===== config.mk =====
export PLATFORM = sky130hd
export DESIGN_NAME = d8m_onchip_mem_master_flat
export DESIGN_NICKNAME = d
export VERILOG_FILES = /design/src/rtl/d8m_onchip_mem_master_if.sv /design/src/rtl/d8m_onchip_mem_master.sv /design/src/flat_wrapper.sv
export SDC_FILE = /design/constraint.sdc
export NUM_CORES = 1
export LEC_CHECK = 0
export BUFFER_PORTS_ARGS = -buffer_cell sky130_fd_sc_hd__buf_2
export CAP_MARGIN = 20
export CORE_ASPECT_RATIO = 1.75
export CORE_MARGIN = 3
export CORE_UTILIZATION = 51
export DETAILED_ROUTE_END_ITERATION = 10
export PLACE_DENSITY_LB_ADDON = 0.08
export RECOVER_POWER = 50
export SETUP_SLACK_MARGIN = 0.05
export SYNTH_ARGS = -nofsm -noshare
export SYNTH_HDL_FRONTEND = slang
export SYNTH_SLANG_ARGS = --single-unit

===== constraint.sdc =====
create_clock -name clk -period 2.8 [get_ports clk]
set_input_delay 0.28 -clock clk [delete_from_list [all_inputs] [get_ports clk]]
set_output_delay 0.28 -clock clk [all_outputs]
set_load 0.005 [all_outputs]

===== src/rtl/d8m_onchip_mem_master_if.sv =====
// d8m_onchip_mem_master_if
// Groups the signals of the on-chip memory master: the block command port,
// status pulses, the write-data sink, the read-data source and the Avalon-MM
// connection to the single-port RAM. The "master" modport is the memory
// master's own view; the "slave" modport is the view of everything around it
// (command issuer, data producer/consumer and the RAM).
interface d8m_onchip_mem_master_if #(
    parameter int ADDR_W = 16,
    parameter int DATA_W = 32,
    parameter int LEN_W  = 16
);
    // Command port
    logic              cmd_valid;
    logic              cmd_ready;
    logic              cmd_write;
    logic [ADDR_W-1:0] cmd_addr;
    logic [LEN_W-1:0]  cmd_len;

    // Status
    logic              busy;
    logic              done;
    logic              err;

    // Write-data sink
    logic [DATA_W-1:0] wr_data;
    logic [3:0]        wr_be;
    logic              wr_valid;
    logic              wr_ready;

    // Read-data source
    logic [DATA_W-1:0] rd_data;
    logic              rd_valid;
    logic              rd_ready;

    // Avalon-MM RAM port
    logic [ADDR_W-1:0] avm_address;
    logic [3:0]        avm_byteenable;
    logic              avm_chipselect;
    logic              avm_write;
    logic [DATA_W-1:0] avm_writedata;
    logic [DATA_W-1:0] avm_readdata;

    modport master (
        input  cmd_valid, cmd_write, cmd_addr, cmd_len,
        output cmd_ready, busy, done, err,
        input  wr_data, wr_be, wr_valid,
        output wr_ready,
        output rd_data, rd_valid,
        input  rd_ready,
        output avm_address, avm_byteenable, avm_chipselect, avm_write,
               avm_writedata,
        input  avm_readdata
    );

    modport slave (
        output cmd_valid, cmd_write, cmd_addr, cmd_len,
        input  cmd_ready, busy, done, err,
        output wr_data, wr_be, wr_valid,
        input  wr_ready,
        input  rd_data, rd_valid,
        output rd_ready,
        input  avm_address, avm_byteenable, avm_chipselect, avm_write,
               avm_writedata,
        output avm_readdata
    );
endinterface


===== src/rtl/d8m_onchip_mem_master.sv =====
// d8m_onchip_mem_master
// Avalon-MM master for the D8M single-port 32-bit on-chip RAM. A command
// (start word address, word count, direction) launches either a block read,
// whose words stream out of a 4-deep FIFO through a valid/ready source, or a
// block write, which takes words from a valid/ready sink and issues one
// registered RAM write per accepted beat. The RAM has a fixed one-cycle read
// latency and no waitrequest, so reads are throttled purely by counting: a
// read is only issued when the FIFO is guaranteed to have room for it.
//
// Optional feature macro: D8M_MEMMASTER_ADDR_WRAP_EN
//   defined   - no range check (err tied low); addresses wrap from DEPTH-1
//               to 0 so the RAM behaves as a circular buffer.
//   undefined - commands whose cmd_addr + cmd_len exceeds DEPTH are rejected
//               with a one-cycle err pulse and never touch the RAM.
module d8m_onchip_mem_master #(
    parameter int ADDR_W = 16,
    parameter int DATA_W = 32,
    parameter int DEPTH  = 45000,
    parameter int LEN_W  = 16
) (
    input  logic                    clk,
    input  logic                    reset_n,
    d8m_onchip_mem_master_if.master bus
);

    typedef enum logic [2:0] {
        IDLE,
        RD,
        RD_DRAIN,
        WR,
        DONE
    } state_t;

    state_t            state;
    state_t            state_nx;

    // Address of the next access to issue, and accesses still to issue
    logic [ADDR_W-1:0] next_addr;
    logic [LEN_W-1:0]  remaining;

    // Registered Avalon-MM outputs
    logic [ADDR_W-1:0] avm_address_q;
    logic [3:0]        avm_be_q;
    logic              avm_cs_q;
    logic              avm_write_q;
    logic [DATA_W-1:0] avm_wdata_q;

    // A read was on the bus last cycle, so avm_readdata is valid this cycle
    logic              rd_pend;

    // Output FIFO
    logic [DATA_W-1:0] fifo_mem [4];
    logic [1:0]        wr_ptr;
    logic [1:0]        rd_ptr;
    logic [2:0]        fifo_count;

    logic              done_q;
    logic              err_q;

    logic              cmd_fire;
    logic              len_zero;
    logic              range_ok;
    logic              start_rd;
    logic              start_wr;
    logic              rd_on_bus;
    logic [1:0]        in_flight;
    logic [2:0]        occupancy;
    logic              issue_rd;
    logic              wr_ready_i;
    logic              wr_beat;
    logic              rd_valid_i;
    logic              push;
    logic              pop;
    logic              drain_empty;

`ifdef D8M_MEMMASTER_ADDR_WRAP_EN
    // Circular-buffer addressing: step past the last RAM word back to 0
    function automatic logic [ADDR_W-1:0] addr_inc(input logic [ADDR_W-1:0] a);
        return (a == ADDR_W'(DEPTH - 1)) ? '0 : a + ADDR_W'(1);
    endfunction

    assign range_ok = 1'b1;
`else
    localparam int SUM_W = ((ADDR_W > LEN_W) ? ADDR_W : LEN_W) + 1;

    logic [SUM_W-1:0] range_end;

    function automatic logic [ADDR_W-1:0] addr_inc(input logic [ADDR_W-1:0] a);
        return a + ADDR_W'(1);
    endfunction

    // The block must end at or before the last RAM word; the sum is one bit
    // wider than either operand so it cannot overflow.
    assign range_end = SUM_W'(bus.cmd_addr) + SUM_W'(bus.cmd_len);
    assign range_ok  = (range_end <= SUM_W'(DEPTH));
`endif

    assign cmd_fire = (state == IDLE) && bus.cmd_valid;
    assign len_zero = (bus.cmd_len == '0);
    assign start_rd = cmd_fire && !len_zero && range_ok && !bus.cmd_write;
    assign start_wr = cmd_fire && !len_zero && range_ok &&  bus.cmd_write;

    // Every issued read eventually lands in the FIFO, so reads on the bus and
    // reads whose data is arriving both count against FIFO space.
    assign rd_on_bus = avm_cs_q && !avm_write_q;
    assign in_flight = {1'b0, rd_on_bus} + {1'b0, rd_pend};
    assign occupancy = fifo_count + {1'b0, in_flight};

    // The first read is issued straight from IDLE so it reaches the bus in
    // the cycle after the command is accepted.
    assign issue_rd = start_rd ||
                      ((state == RD) && (remaining != '0) && (occupancy < 3'd4));

    assign wr_ready_i = (state == WR) && (remaining != '0);
    assign wr_beat    = wr_ready_i && bus.wr_valid;

    assign rd_valid_i = (fifo_count != 3'd0);
    assign push       = rd_pend;
    assign pop        = rd_valid_i && bus.rd_ready;

    // The last word leaves the FIFO this cycle with nothing left in flight
    assign drain_empty = (in_flight == 2'd0) &&
                         ((fifo_count == 3'd0) || ((fifo_count == 3'd1) && pop));

    // State register
    always_ff @(posedge clk or negedge reset_n) begin
        if (!reset_n) begin
            state <= IDLE;
        end else begin
            state <= state_nx;
        end
    end

    // Next-state decode
    always_comb begin
        state_nx = state;
        case (state)
            IDLE: begin
                if (start_rd) begin
                    state_nx = RD;
                end else if (start_wr) begin
                    state_nx = WR;
                end
            end
            RD: begin
                if ((remaining == '0) || (issue_rd && (remaining == LEN_W'(1)))) begin
                    state_nx = RD_DRAIN;
                end
            end
            RD_DRAIN: begin
                if (drain_empty) begin
                    state_nx = DONE;
                end
            end
            WR: begin
                if (remaining == '0) begin
                    state_nx = DONE;
                end
            end
            DONE: begin
                state_nx = IDLE;
            end
            default: begin
                state_nx = IDLE;
            end
        endcase
    end

    // Address/count tracking and the registered RAM strobes
    always_ff @(posedge clk or negedge reset_n) begin
        if (!reset_n) begin
            next_addr     <= '0;
            remaining     <= '0;
            avm_address_q <= '0;
            avm_be_q      <= '0;
            avm_cs_q      <= 1'b0;
            avm_write_q   <= 1'b0;
            avm_wdata_q   <= '0;
        end else begin
            avm_cs_q    <= 1'b0;
            avm_write_q <= 1'b0;
            if (start_rd) begin
                avm_cs_q      <= 1'b1;
                avm_address_q <= bus.cmd_addr;
                avm_be_q      <= 4'hF;
                next_addr     <= addr_inc(bus.cmd_addr);
                remaining     <= bus.cmd_len - LEN_W'(1);
            end else if (start_wr) begin
                next_addr <= bus.cmd_addr;
                remaining <= bus.cmd_len;
            end else if (issue_rd) begin
                avm_cs_q      <= 1'b1;
                avm_address_q <= next_addr;
                avm_be_q      <= 4'hF;
                next_addr     <= addr_inc(next_addr);
                remaining     <= remaining - LEN_W'(1);
            end else if (wr_beat) begin
                avm_cs_q      <= 1'b1;
                avm_write_q   <= 1'b1;
                avm_address_q <= next_addr;
                avm_be_q      <= bus.wr_be;
                avm_wdata_q   <= bus.wr_data;
                next_addr     <= addr_inc(next_addr);
                remaining     <= remaining - LEN_W'(1);
            end
        end
    end

    // Read-return tracking and FIFO pointers; reset flushes the FIFO
    always_ff @(posedge clk or negedge reset_n) begin
        if (!reset_n) begin
            rd_pend    <= 1'b0;
            wr_ptr     <= '0;
            rd_ptr     <= '0;
            fifo_count <= '0;
        end else begin
            rd_pend <= rd_on_bus;
            if (push) begin
                wr_ptr <= wr_ptr + 2'd1;
            end
            if (pop) begin
                rd_ptr <= rd_ptr + 2'd1;
            end
            fifo_count <= fifo_count + {2'b0, push} - {2'b0, pop};
        end
    end

    // FIFO storage captures the RAM read data one cycle after the read
    always_ff @(posedge clk) begin
        if (push) begin
            fifo_mem[wr_ptr] <= bus.avm_readdata;
        end
    end

    // One-cycle completion pulse, also used for zero-length commands
    always_ff @(posedge clk or negedge reset_n) begin
        if (!reset_n) begin
            done_q <= 1'b0;
        end else begin
            done_q <= (state_nx == DONE) || (cmd_fire && len_zero);
        end
    end

`ifdef D8M_MEMMASTER_ADDR_WRAP_EN
    assign err_q = 1'b0;
`else
    // One-cycle pulse for a command rejected by the range check
    always_ff @(posedge clk or negedge reset_n) begin
        if (!reset_n) begin
            err_q <= 1'b0;
        end else begin
            err_q <= cmd_fire && !len_zero && !range_ok;
        end
    end
`endif

    assign bus.cmd_ready      = (state == IDLE);
    assign bus.busy           = (state != IDLE);
    assign bus.done           = done_q;
    assign bus.err            = err_q;
    assign bus.wr_ready       = wr_ready_i;
    assign bus.rd_valid       = rd_valid_i;
    assign bus.rd_data        = fifo_mem[rd_ptr];
    assign bus.avm_address    = avm_address_q;
    assign bus.avm_byteenable = avm_be_q;
    assign bus.avm_chipselect = avm_cs_q;
    assign bus.avm_write      = avm_write_q;
    assign bus.avm_writedata  = avm_wdata_q;

endmodule


===== src/flat_wrapper.sv =====
// flat-port wrapper written by rule: the top's interface ports become plain ports
module d8m_onchip_mem_master_flat 
#(
    parameter int ADDR_W = 16,
    parameter int DATA_W = 32,
    parameter int DEPTH  = 45000,
    parameter int LEN_W  = 16
)
  (clk, reset_n, bus_cmd_valid, bus_cmd_write, bus_cmd_addr, bus_cmd_len, bus_cmd_ready, bus_busy, bus_done, bus_err, bus_wr_data, bus_wr_be, bus_wr_valid, bus_wr_ready, bus_rd_data, bus_rd_valid, bus_rd_ready, bus_avm_address, bus_avm_byteenable, bus_avm_chipselect, bus_avm_write, bus_avm_writedata, bus_avm_readdata);
  d8m_onchip_mem_master_if #(.ADDR_W(ADDR_W), .DATA_W(DATA_W), .LEN_W(LEN_W)) bus_i ();
  input  logic clk;
  input  logic reset_n;
  input wire logic [$bits(bus_i.cmd_valid)-1:0] bus_cmd_valid;
  input wire logic [$bits(bus_i.cmd_write)-1:0] bus_cmd_write;
  input wire logic [$bits(bus_i.cmd_addr)-1:0] bus_cmd_addr;
  input wire logic [$bits(bus_i.cmd_len)-1:0] bus_cmd_len;
  output wire logic [$bits(bus_i.cmd_ready)-1:0] bus_cmd_ready;
  output wire logic [$bits(bus_i.busy)-1:0] bus_busy;
  output wire logic [$bits(bus_i.done)-1:0] bus_done;
  output wire logic [$bits(bus_i.err)-1:0] bus_err;
  input wire logic [$bits(bus_i.wr_data)-1:0] bus_wr_data;
  input wire logic [$bits(bus_i.wr_be)-1:0] bus_wr_be;
  input wire logic [$bits(bus_i.wr_valid)-1:0] bus_wr_valid;
  output wire logic [$bits(bus_i.wr_ready)-1:0] bus_wr_ready;
  output wire logic [$bits(bus_i.rd_data)-1:0] bus_rd_data;
  output wire logic [$bits(bus_i.rd_valid)-1:0] bus_rd_valid;
  input wire logic [$bits(bus_i.rd_ready)-1:0] bus_rd_ready;
  output wire logic [$bits(bus_i.avm_address)-1:0] bus_avm_address;
  output wire logic [$bits(bus_i.avm_byteenable)-1:0] bus_avm_byteenable;
  output wire logic [$bits(bus_i.avm_chipselect)-1:0] bus_avm_chipselect;
  output wire logic [$bits(bus_i.avm_write)-1:0] bus_avm_write;
  output wire logic [$bits(bus_i.avm_writedata)-1:0] bus_avm_writedata;
  input wire logic [$bits(bus_i.avm_readdata)-1:0] bus_avm_readdata;
  assign bus_i.cmd_valid = bus_cmd_valid;
  assign bus_i.cmd_write = bus_cmd_write;
  assign bus_i.cmd_addr = bus_cmd_addr;
  assign bus_i.cmd_len = bus_cmd_len;
  assign bus_cmd_ready = bus_i.cmd_ready;
  assign bus_busy = bus_i.busy;
  assign bus_done = bus_i.done;
  assign bus_err = bus_i.err;
  assign bus_i.wr_data = bus_wr_data;
  assign bus_i.wr_be = bus_wr_be;
  assign bus_i.wr_valid = bus_wr_valid;
  assign bus_wr_ready = bus_i.wr_ready;
  assign bus_rd_data = bus_i.rd_data;
  assign bus_rd_valid = bus_i.rd_valid;
  assign bus_i.rd_ready = bus_rd_ready;
  assign bus_avm_address = bus_i.avm_address;
  assign bus_avm_byteenable = bus_i.avm_byteenable;
  assign bus_avm_chipselect = bus_i.avm_chipselect;
  assign bus_avm_write = bus_i.avm_write;
  assign bus_avm_writedata = bus_i.avm_writedata;
  assign bus_i.avm_readdata = bus_avm_readdata;
  d8m_onchip_mem_master #(.ADDR_W(ADDR_W), .DATA_W(DATA_W), .DEPTH(DEPTH), .LEN_W(LEN_W)) u_core (.clk(clk), .reset_n(reset_n), .bus(bus_i));
endmodule

Yosys cells after proc, flatten, opt, wreduce, memory -nomap -nowiden

Memories as Yosys holds them, arrays and structs flattened.
Cells that the tools add are included.
Widths: inputs -> output; s select.

Multiplexer cells: 31
$add $sub $neg: 11
Equality and inequality tests: 7
Reduce and logical (&&, ||, !) cells: 36
Bitwise logic cells: 3
Order comparisons: 2

Operators with widths:

| cell                  | number |
|---|---|
| $mux 16               | 12 |
| $add 16x1->16 const B | 2 |
| $logic_not 16->1      | 2 |
| $sub 16x1->16 const B | 2 |
| $add 16x16->17        | 1 |
| $le 17x16->1 const B  | 1 |
| $eq 16x1->1 const B   | 1 |
| $logic_and 1x1->1     | 16 |
| $mux 4                | 4 |
| $reduce_bool 16->1    | 1 |
| $mux 3                | 5 |
| $pmux 3 s4            | 1 |
| $mux 1                | 9 |
| $reduce_bool 3->1     | 3 |
| $eq 3x1->1 const B    | 2 |
| $eq 3x2->1 const B    | 2 |
| $logic_not 3->1       | 2 |
| $add 2x1->2 const B   | 2 |
| $logic_not 1->1       | 4 |
| $logic_or 1x1->1      | 4 |
| $reduce_and 4->1      | 1 |
| $reduce_bool 4->1     | 1 |
| $add 3x1->3           | 1 |
| $add 3x2->3           | 1 |
| 8 further kinds       | 10 |

Bits of input ports: 106
Memories kept: 1
Logic and storage cells: 105
Bits in registers: 99
RAM bits: 128

Memories:

| name            | depth | width | read ports | clocked after memory_dff | write ports | line                        | text |
|---|---|---|---|---|---|---|---|
| u_core.fifo_mem | 4     | 32    | 1          | 0                        | 1           | d8m_onchip_mem_master.sv:52 | `logic [DATA_W-1:0] fifo_mem [4];` |

Logic depth before layout (Yosys ltp)

Gate-level depths: netlist of the first run.

Word-level depth: 13
Depth in mapped cells: 15

Worst setup path before layout of the first run

No wires, ideal clock.

Path type: input to register
Start point: in bus_cmd_len[6]
End point: reg u_core.avm_address_q[10] (netlist: u_core.bus.avm_address[10])
Stages: 12
Required time: 2677 ps
Setup time: 123 ps
Path slack: -455 ps
Arrival time: 3132 ps
Cell sequence: ha_1 buf_6 a21o_1 a311o_1 a32o_2 xnor2_1 or4_4 nor4_4 a2111oi_1 a211o_2 buf_6 o221a_1

Word-level cells in the longest chain between the ends: 9

RTL lines:

| what                                                   | line                                                       | text |
|---|---|---|
| start, declared                                        | flat_wrapper.sv:16                                         | `input wire logic [$bits(bus_i.cmd_len)-1:0] bus_cmd_len;` |
| branches (longest 3 deep; another with $add 16x16->17) | -                                                          |  |
| $logic_and 1x1->1 *                                    | d8m_onchip_mem_master.sv:100, d8m_onchip_mem_master.sv:101 |  |
| $logic_and 1x1->1                                      | d8m_onchip_mem_master.sv:100                               | `assign start_rd = cmd_fire && !len_zero && range_ok && !bus.cmd_write;` |
| $logic_or 1x1->1                                       | d8m_onchip_mem_master.sv:111                               | `assign issue_rd = start_rd \|\|` |
| $mux 16                                                | d8m_onchip_mem_master.sv:191                               | `end else if (issue_rd) begin` |
| $mux 16                                                | d8m_onchip_mem_master.sv:188                               | `end else if (start_wr) begin` |
| $mux 16                                                | d8m_onchip_mem_master.sv:182                               | `if (start_rd) begin` |
| end signal, assigned                                   | d8m_onchip_mem_master.sv:184                               | `avm_address_q <= bus.cmd_addr;` |
| end signal, assigned                                   | d8m_onchip_mem_master.sv:193                               | `avm_address_q <= next_addr;` |
| end signal, assigned                                   | d8m_onchip_mem_master.sv:200                               | `avm_address_q <= next_addr;` |
| end, declared                                          | d8m_onchip_mem_master.sv:42                                | `logic [ADDR_W-1:0] avm_address_q;` |

Mark *: on every way between the ends. The select of a mux whose other input is x is not followed.
A chain may end at the register's enable or synchronous reset.

Final worst setup path of the first run

Start point: in bus_cmd_len[0]
End point: reg u_core.remaining[9]

Word-level cells in the longest chain between the ends: 9

RTL lines:

| what                                                   | line                         | text |
|---|---|---|
| branches (longest 9 deep; another with $add 16x16->17) | -                            |  |
| end signal, assigned                                   | d8m_onchip_mem_master.sv:187 | `remaining <= bus.cmd_len - LEN_W'(1);` |
| end signal, assigned                                   | d8m_onchip_mem_master.sv:190 | `remaining <= bus.cmd_len;` |
| end signal, assigned                                   | d8m_onchip_mem_master.sv:196 | `remaining <= remaining - LEN_W'(1);` |
| end, declared                                          | d8m_onchip_mem_master.sv:39  | `logic [LEN_W-1:0] remaining;` |

Parallel ways; which one is timed is not known.

==> metrics.md, run 1 <==
| Metric | Value |
|---|---|
| H-tree Lvls | `1` |
| Largest family of logic cells by synthesized area | `simple AND/OR/NAND/NOR gates` |
| Post-synth ARST share | `43.6%` |
| CP Data Required Time | `3.18 ns` |
| DP HPWL | `19300 um` |
| Design Power | `12.8 mW` |
| Synth Instances | `830` |
| Final worst setup slack | `-0.0712 ns` |
| Gpl congestion | `0.885` |
| Final setup vio count | `53` |
| Initial Utilization | `52.0%` |
| Most common cell after layout, fill and taps aside | `buf_2` |
| GRT Overall Usage | `23.6%` |
| Ports | `198` |
| Status | `finished, violations left` |
| Slew Limit Fails | `0` |
| Gr ovfl total | `0` |
| DP Cell Count | `1366` |
| Final Hold Fails | `0` |
| Syn Area/Cell | `~13 sq um` |
| Synth Register Bits | `around 230` |
| Antenna-violating nets left | `0` |
| Pwr/cell area | `893 nW/um^2` |
| Area delta synth->final | `32.0%` |
| Initial antenna violation count | `0` |
| CP top delay family | `compound AO/OA/AOI/OAI gates` |
| Initial DRC count | `between 400 and 500` |
| Slowest-stage cell, CP | `fa_2` |
| Crit path max fanout | `4` |
| CP endpoint kind | `flop` |
| Die Ht | `~200 um` |
| Final std cells w/o fill | `1465` |
| Global-route wire length before repair | `~43000 um` |
| Worst hold path class | `in2reg` |
| Most used DFF post-synth | `edfxtp_1` |
| Largest net degree at the start of global routing | `48` |
| VDD IR max | `0.645 mV` |
| Final Cycle Share | `103%` |
| CTS Sinks | `227` |
| Root Driver | `clkbuf_16` |
| Via count of the first global-routing pass | `8377` |
| DR WL/cell | `18.5 um` |
| Setup CP Type | `in2reg` |
| Number of port buffers | `197` |
| Ys Warns | `0` |
| Failing checks | `negative setup slack` |
| Synth top area cells | `edfxtp_1 35%, dfrtp_1 23%, mux4_2 6.6%` |
| Max incr delay on CP | `0.39 ns` |
| Max_slew headroom | `23.0%` |
| CP Launch Type | `primary input` |
| Reg clk slew, reported paths | `~0.06 ns` |
| Max-cap viol count | `0` |
| Sum Neg Setup Slack | `-1.70 ns` |
| Crit path DAT | `3.25 ns` |
| Adder-Cell Fraction of Synth Area | `3.82%` |
| Final core utilization | `68.6%` |
| Max Fclk | `0.348 GHz` |
| Clock buffer depth | `3` |
| Worst path bufs/invs | `2` |
| Hold Slack | `0.0157 ns` |
| Post-synthesis sequential area ratio | `58.1%` |
| Placement-stage cell area | `13000 sq um` |
| N_diodes | `0` |
| Die area | `about 23000 sq um` |
| Drt pass-1 iters | `4` |
| Multiplexer share of the synthesized area | `between 9 and 10%` |
| Skew-Pair Late Insertion Delay | `0.50 ns` |
| Total number of vias | `8005` |
| Fin area | `roughly 14000 sq um` |
| Clock skew | `0.0185 ns` |
| Minimum period implied by the final worst setup slack | `2.87 ns` |
| RSZ-0062 raised after global routing | `yes` |
| Slew @ Worst Pin | `1.15 ns` |
| Compound-Gate Fraction of Synth Area | `between 7 and 8%` |
| Final nets | `1337` |
| DP Worst Slack | `-0.741 ns` |
| Most frequent cells in the layout | `150 x buf_2, 130 x nand2_1, 128 x edfxtp_1, 110 x buf_4, 99 x dfrtp_1` |
| Number of synthesized flops with an enable pin | `128` |
| Total CTS buffers | `21` |
| Share of cells above drive strength 1 | `around 30%` |
| Library cells used by synthesis | `73` |
| Num rows | `70` |
| CP cell instances | `buf_6, ha_4, fa_2, a21oi_4, o221ai_4, a311oi_2, or2_1, mux2_2, nor4_4, a21o_1, o21ba_4, buf_12, mux2_4` |
| Routed Wire Length | `about 27000 um` |
| Core ar. | `20900 sq um` |
| Post-Synth XOR/XNOR Area | `5.55%` |
| CTS tree | `built` |
| Drc violations | `0` |
| Synth top area share | `35.3%` |
| Post-Syn Area | `around 11000 sq um` |
| Syn nets | `968` |
| Avg Vias per Cell | `5.46` |
| Pleak | `5.85 nW` |
| Area leader, netlist | `edfxtp_1` |
| Simple logic cell fraction of the synthesized area | `approximately 13%` |
| Die width | `116 um` |
==> final cells by class <==
class,instances,area [sq um]
clock buffer,26,544
clock inverter,11,109
fill,1607,6560
inverter,20,75.1
multi-input combinational,550,4410
sequential,227,6320
tap,252,315
timing repair buffer,379,2600
==> cells in the mapped netlist, types with 7 or more instances <==
| cell | n |
|---|---|
| a21o_1 | 8 |
| a21oi_1 | 14 |
| and2_1 | 9 |
| and3_1 | 8 |
| clkbuf_1 | 18 |
| dfrtp_1 | 99 |
| edfxtp_1 | 128 |
| ha_1 | 30 |
| inv_1 | 20 |
| mux2i_1 | 33 |
| mux4_2 | 32 |
| nand2_1 | 130 |
| nand2b_1 | 9 |
| nand3_1 | 18 |
| nor2_1 | 31 |
| nor2b_1 | 7 |
| nor3_1 | 19 |
| nor4_1 | 11 |
| o221a_1 | 16 |
| or3_1 | 20 |
| xnor2_1 | 35 |
| xor2_1 | 34 |
==> per-layer routing <==
metal	track usage [%]	part of all wire [%]
met1	25.6	35
met2	45.3	56
met3	2.76	3.9
met4	9.85	4.4
met5	0	0
==> logic make-up after synthesis <==
logic type | after synthesis
simple gates | 289
flops | 227
compound gates | 92
xor+xnor | 69
mux | 68
buf+inv | 53
fa+ha+maj | 32
==> worst register-to-register path, cell delays in order, from the launching register on <==
cell	delay, ns
dfrtp_1	0.39
nand2b_1	0.10
inv_1	0.07
ha_1	0.18
ha_1	0.26
a31oi_1	0.19
xnor2_1	0.09
nor2_1	0.16
a21oi_2	0.11
nand2b_1	0.18
or3_1	0.39
buf_4	0.18
nor2_1	0.11
xnor2_1	0.14
mux2i_1	0.09
==> flip-flops by register name, indices dropped and copies added, names as in the netlist <==
signal                     flops
u_core.push                    1
u_core.rd_ptr                  2
u_core.remaining              16
u_core.fifo_mem              128
u_core.bus.err                 1
u_core.bus.avm_chipselect      1
u_core.wr_ptr                  2
u_core.bus.done                1
u_core.bus.avm_address        16
u_core.next_addr              16
u_core.bus.avm_writedata      32
u_core.fifo_count              3
u_core.bus.avm_byteenable      4
u_core.bus.avm_write           1
u_core.state                   3
==> repair_timing <==
item	CTS	global route
endpoints found under the setup margin	56	56
gates cloned	2	0
gates resized for setup	14	7
pin swaps	5	3
hold buffers	57	0
hold endpoints to repair	160	0
buffers inserted	2	1
==> power breakdown <==
group	internal, mW	leakage, nW	total, mW	switching, mW
Sequential	4.57	2.36	5.21	0.639
Combinational	2.48	3.18	4.86	2.38
Clock	1.57	0.314	2.77	1.19
Total	8.63	5.85	12.8	4.21
==> final timing paths <==
path,startpoint,endpoint,slack (ns),depth (start not counted)
max,bus_cmd_len[0],u_core.remaining[9]$_DFFE_PN0P_,-0.07,13
min,bus_wr_data[18],u_core.bus.avm_writedata[18]$_DFFE_PN0P_,0.02,3
max reg2reg,u_core.bus.avm_chipselect$_DFF_PN0_,u_core.remaining[14]$_DFFE_PN0P_,0.06,14
min reg2reg,u_core.bus.avm_writedata[25]$_DFFE_PN0P_,u_core.bus.avm_writedata[25]$_DFFE_PN0P_,0.47,2
max in group asynchronous,reset_n,u_core.bus.avm_writedata[15]$_DFFE_PN0P_,0.56,3
min in group asynchronous,reset_n,u_core.bus.avm_address[8]$_DFFE_PN0P_,0.51,2
Power figures use the tool's default switching activity.
==> run 2, diff against run 1 <==
--- a/config.mk
+++ b/config.mk
@@ -9,11 +9,11 @@
 export CAP_MARGIN = 20
 export CORE_ASPECT_RATIO = 1.75
 export CORE_MARGIN = 3
-export CORE_UTILIZATION = 51
+export CORE_UTILIZATION = 56
 export DETAILED_ROUTE_END_ITERATION = 10
 export PLACE_DENSITY_LB_ADDON = 0.08
 export RECOVER_POWER = 50
-export SETUP_SLACK_MARGIN = 0.05
+export SETUP_SLACK_MARGIN = 0.4
 export SYNTH_ARGS = -nofsm -noshare
 export SYNTH_HDL_FRONTEND = slang
 export SYNTH_SLANG_ARGS = --single-unit
==> constraint.sdc (replaced) <==
create_clock -name clk -period 3.3 [get_ports clk]
set_input_delay 0.33 -clock clk [delete_from_list [all_inputs] [get_ports clk]]
set_output_delay 0.33 -clock clk [all_outputs]
set_load 0.005 [all_outputs]
==> metrics.md, run 2 (synthesis gave the netlist of run 1 again) <==
| Metric | Value |
|---|---|
| Status | `completed` |
| Clock buffer depth | `3 (unchanged)` |
| Avg Vias per Cell | `5.78 (+5.8%)` |
| Most common cell after layout, fill and taps aside | `buf_2` |
| Slew @ Worst Pin | `1.37 ns (+0.216 ns)` |
| Total CTS buffers | `21 (unchanged)` |
| Final core utilization | `72.7% (+4.1 points)` |
| Core ar. | `18800 sq um (-10%)` |
| Reg clk slew, reported paths | `0.07 ns (about the same)` |
| Ports | `198 (unchanged)` |
| GRT Overall Usage | `25.8% (+2.1 points)` |
| Setup CP Type | `in2reg` |
| Routed Wire Length | `28000 um (+3.4%)` |
| CTS tree | `built` |
| DP HPWL | `19500 um (+1.1%)` |
| CP Launch Type | `primary input` |
| Seq. cell area | `6320 sq um (about the same)` |
| Reg with most FFs | `u_core.fifo_mem` |
| Max FFs per register | `128 (unchanged)` |
| Num rows | `66 (-5.7%)` |
| Hold Slack | `0.0172 ns (+0.00146 ns)` |
| CTS Sinks | `227 (unchanged)` |
| DR WL/cell | `20.4 um (+10%)` |
| Number of port buffers | `197 (unchanged)` |
| Final setup vio count | `0 (-100%)` |
| Crit path max fanout | `5 (+1)` |
| Skew-Pair Late Insertion Delay | `0.50 ns (about the same)` |
| VDD IR max | `0.580 mV (-10%)` |
| Most frequent cells in the layout | `138 x buf_2, 130 x nand2_1, 128 x edfxtp_1, 98 x dfrtp_1, 89 x buf_4` |
| Fill cell total of the finished layout | `1359 (-15%)` |
| Via count of the first global-routing pass | `8168 (-2.5%)` |
| Area occupied by multi-input gates | `4510 sq um (+2.4%)` |
| Root Driver | `clkbuf_16` |
| RSZ-0062 raised after global routing | `yes` |
| CP Data Required Time | `3.68 ns (+0.50 ns)` |
| Total number of vias | `7956 (-0.61%)` |
| Gpl congestion | `0.865 (-2.2%)` |
| Initial DRC count | `522 (+16%)` |
| H-tree Lvls | `1 (unchanged)` |
| Final Cycle Share | `approximately nine tenths` |
| Drc violations | `0 (unchanged)` |
| CP endpoint kind | `flop` |
| Max Fclk | `0.333 GHz` |
| Drt pass-1 iters | `5 (+1)` |
| Final nets | `1261 (-5.7%)` |
| Die Ht | `190 um (-4.4%)` |
| Crit path DAT | `3.39 ns (+0.14 ns)` |
| Max-cap viol count | `0 (unchanged)` |
| Final Hold Fails | `0 (unchanged)` |
| Gr ovfl total | `0 (unchanged)` |
| Die area | `21200 sq um (-8.6%)` |
| Sum Neg Setup Slack | `0 ns (+1.70 ns)` |
| Minimum period implied by the final worst setup slack | `3.01 ns` |
| Global-route wire length before repair | `43400 um (+1.8%)` |
| Clock skew | `0.0151 ns (-0.00343 ns)` |
| Worst hold path class | `in2reg` |
| Antenna-violating nets left | `0 (unchanged)` |
| Area delta synth->final | `25.9%` |
| Max_slew headroom | `8.64% (-14 points)` |
| Pleak | `5.50 nW (-6.0%)` |
| Die width | `111 um (-4.3%)` |
| Slew Limit Fails | `0 (unchanged)` |
| Initial Utilization | `57.8% (+5.8 points)` |
| Initial antenna violation count | `0 (unchanged)` |
| Share of cells above drive strength 1 | `30.6% (+0.35 points)` |
| Largest net degree at the start of global routing | `54 (+13%)` |
| Pwr/cell area | `788 nW/um^2 (-12%)` |
run 2: changes by cell type in the layout (fill, tap and decap cells not counted), moves of 3 or more:
cell / delta
clkbuf_1: +11
nor2_1: -3
buf_2: -12
clkinv_1: -4
dlygate4sd3_1: -55
buf_4: -21
run 2: final cells by class:
type / instances / area share, %
sequential: 227 / 46.2
timing repair buffer: 301 / 13.5
tap: 238 / 2.17
clock buffer: 26 / 3.97
multi-input combinational: 552 / 32.9
antenna: 1 / 0.0183
clock inverter: 11 / 0.749
inverter: 20 / 0.548
run 2: path summary, 6_finish.rpt:
path                                                          from                                  endpoint  slack, ns  depth (start not counted)
min reg2reg                u_core.bus.avm_writedata[6]$_DFFE_PN0P_   u_core.bus.avm_writedata[6]$_DFFE_PN0P_       0.47                          2
max reg2reg                    u_core.bus.avm_chipselect$_DFF_PN0_           u_core.next_addr[5]$_DFFE_PN0P_       0.43                         14
min in group asynchronous                                  reset_n          u_core.remaining[11]$_DFFE_PN0P_       0.63                          2
max in group asynchronous                                  reset_n              u_core.rd_ptr[0]$_DFFE_PN0P_       0.59                          3
max                                                bus_cmd_addr[0]           u_core.remaining[9]$_DFFE_PN0P_       0.29                         14
min                                                bus_wr_data[20]  u_core.bus.avm_writedata[20]$_DFFE_PN0P_       0.02                          3
run 2: through the flow:
stage               instance area, sq um  setup slack, ns  total power [mW]  instances
floorplan                          10900           0.0617              6.77        830
global placement                   12800           -0.297              8.20       1325
detailed placement                 12800           -0.310              8.33       1325
CTS                                13600            0.363              10.8       1368
global route                       13700            0.180              11.4       1375
finish                             13700            0.294              10.8       1376
run 2: where the power goes:
group / leakage (nW) / switching [mW] / internal [mW]
sequential: 2.36 / 0.664 / 3.89
combinational: 2.83 / 1.97 / 1.96
clock: 0.316 / 1.04 / 1.27
run 2: critical path, cell delays in order:
cell and delay [ns]:
buf_8 0.10, ha_4 0.16, fa_2 0.37, buf_4 0.15, and2_1 0.14, o21ai_1 0.20
mux2_2 0.36, a22o_1 0.23, a22oi_1 0.28, nor4bb_1 0.12, a21o_4 0.27, o21ba_4 0.27
buf_12 0.14, mux2_4 0.28
run 2: what timing repair did:
action / CTS / global route
hold buffers: 2 / 0
hold endpoints to repair: 47 / 0
pin swaps: 6 / 17
gates cloned: 1 / 2
endpoints found under the setup margin: 55 / 56
resized for setup: 16 / 21
setup buffers: 3 / 5
run 2: per-layer routing:
metal,GRT usage [%],routed length (um),vias up
met5,0,0,-
met4,8.20,811,0
met3,2.99,1470,52
met2,48.3,15600,296
met1,30.9,10100,3934
li1,-,-,3674
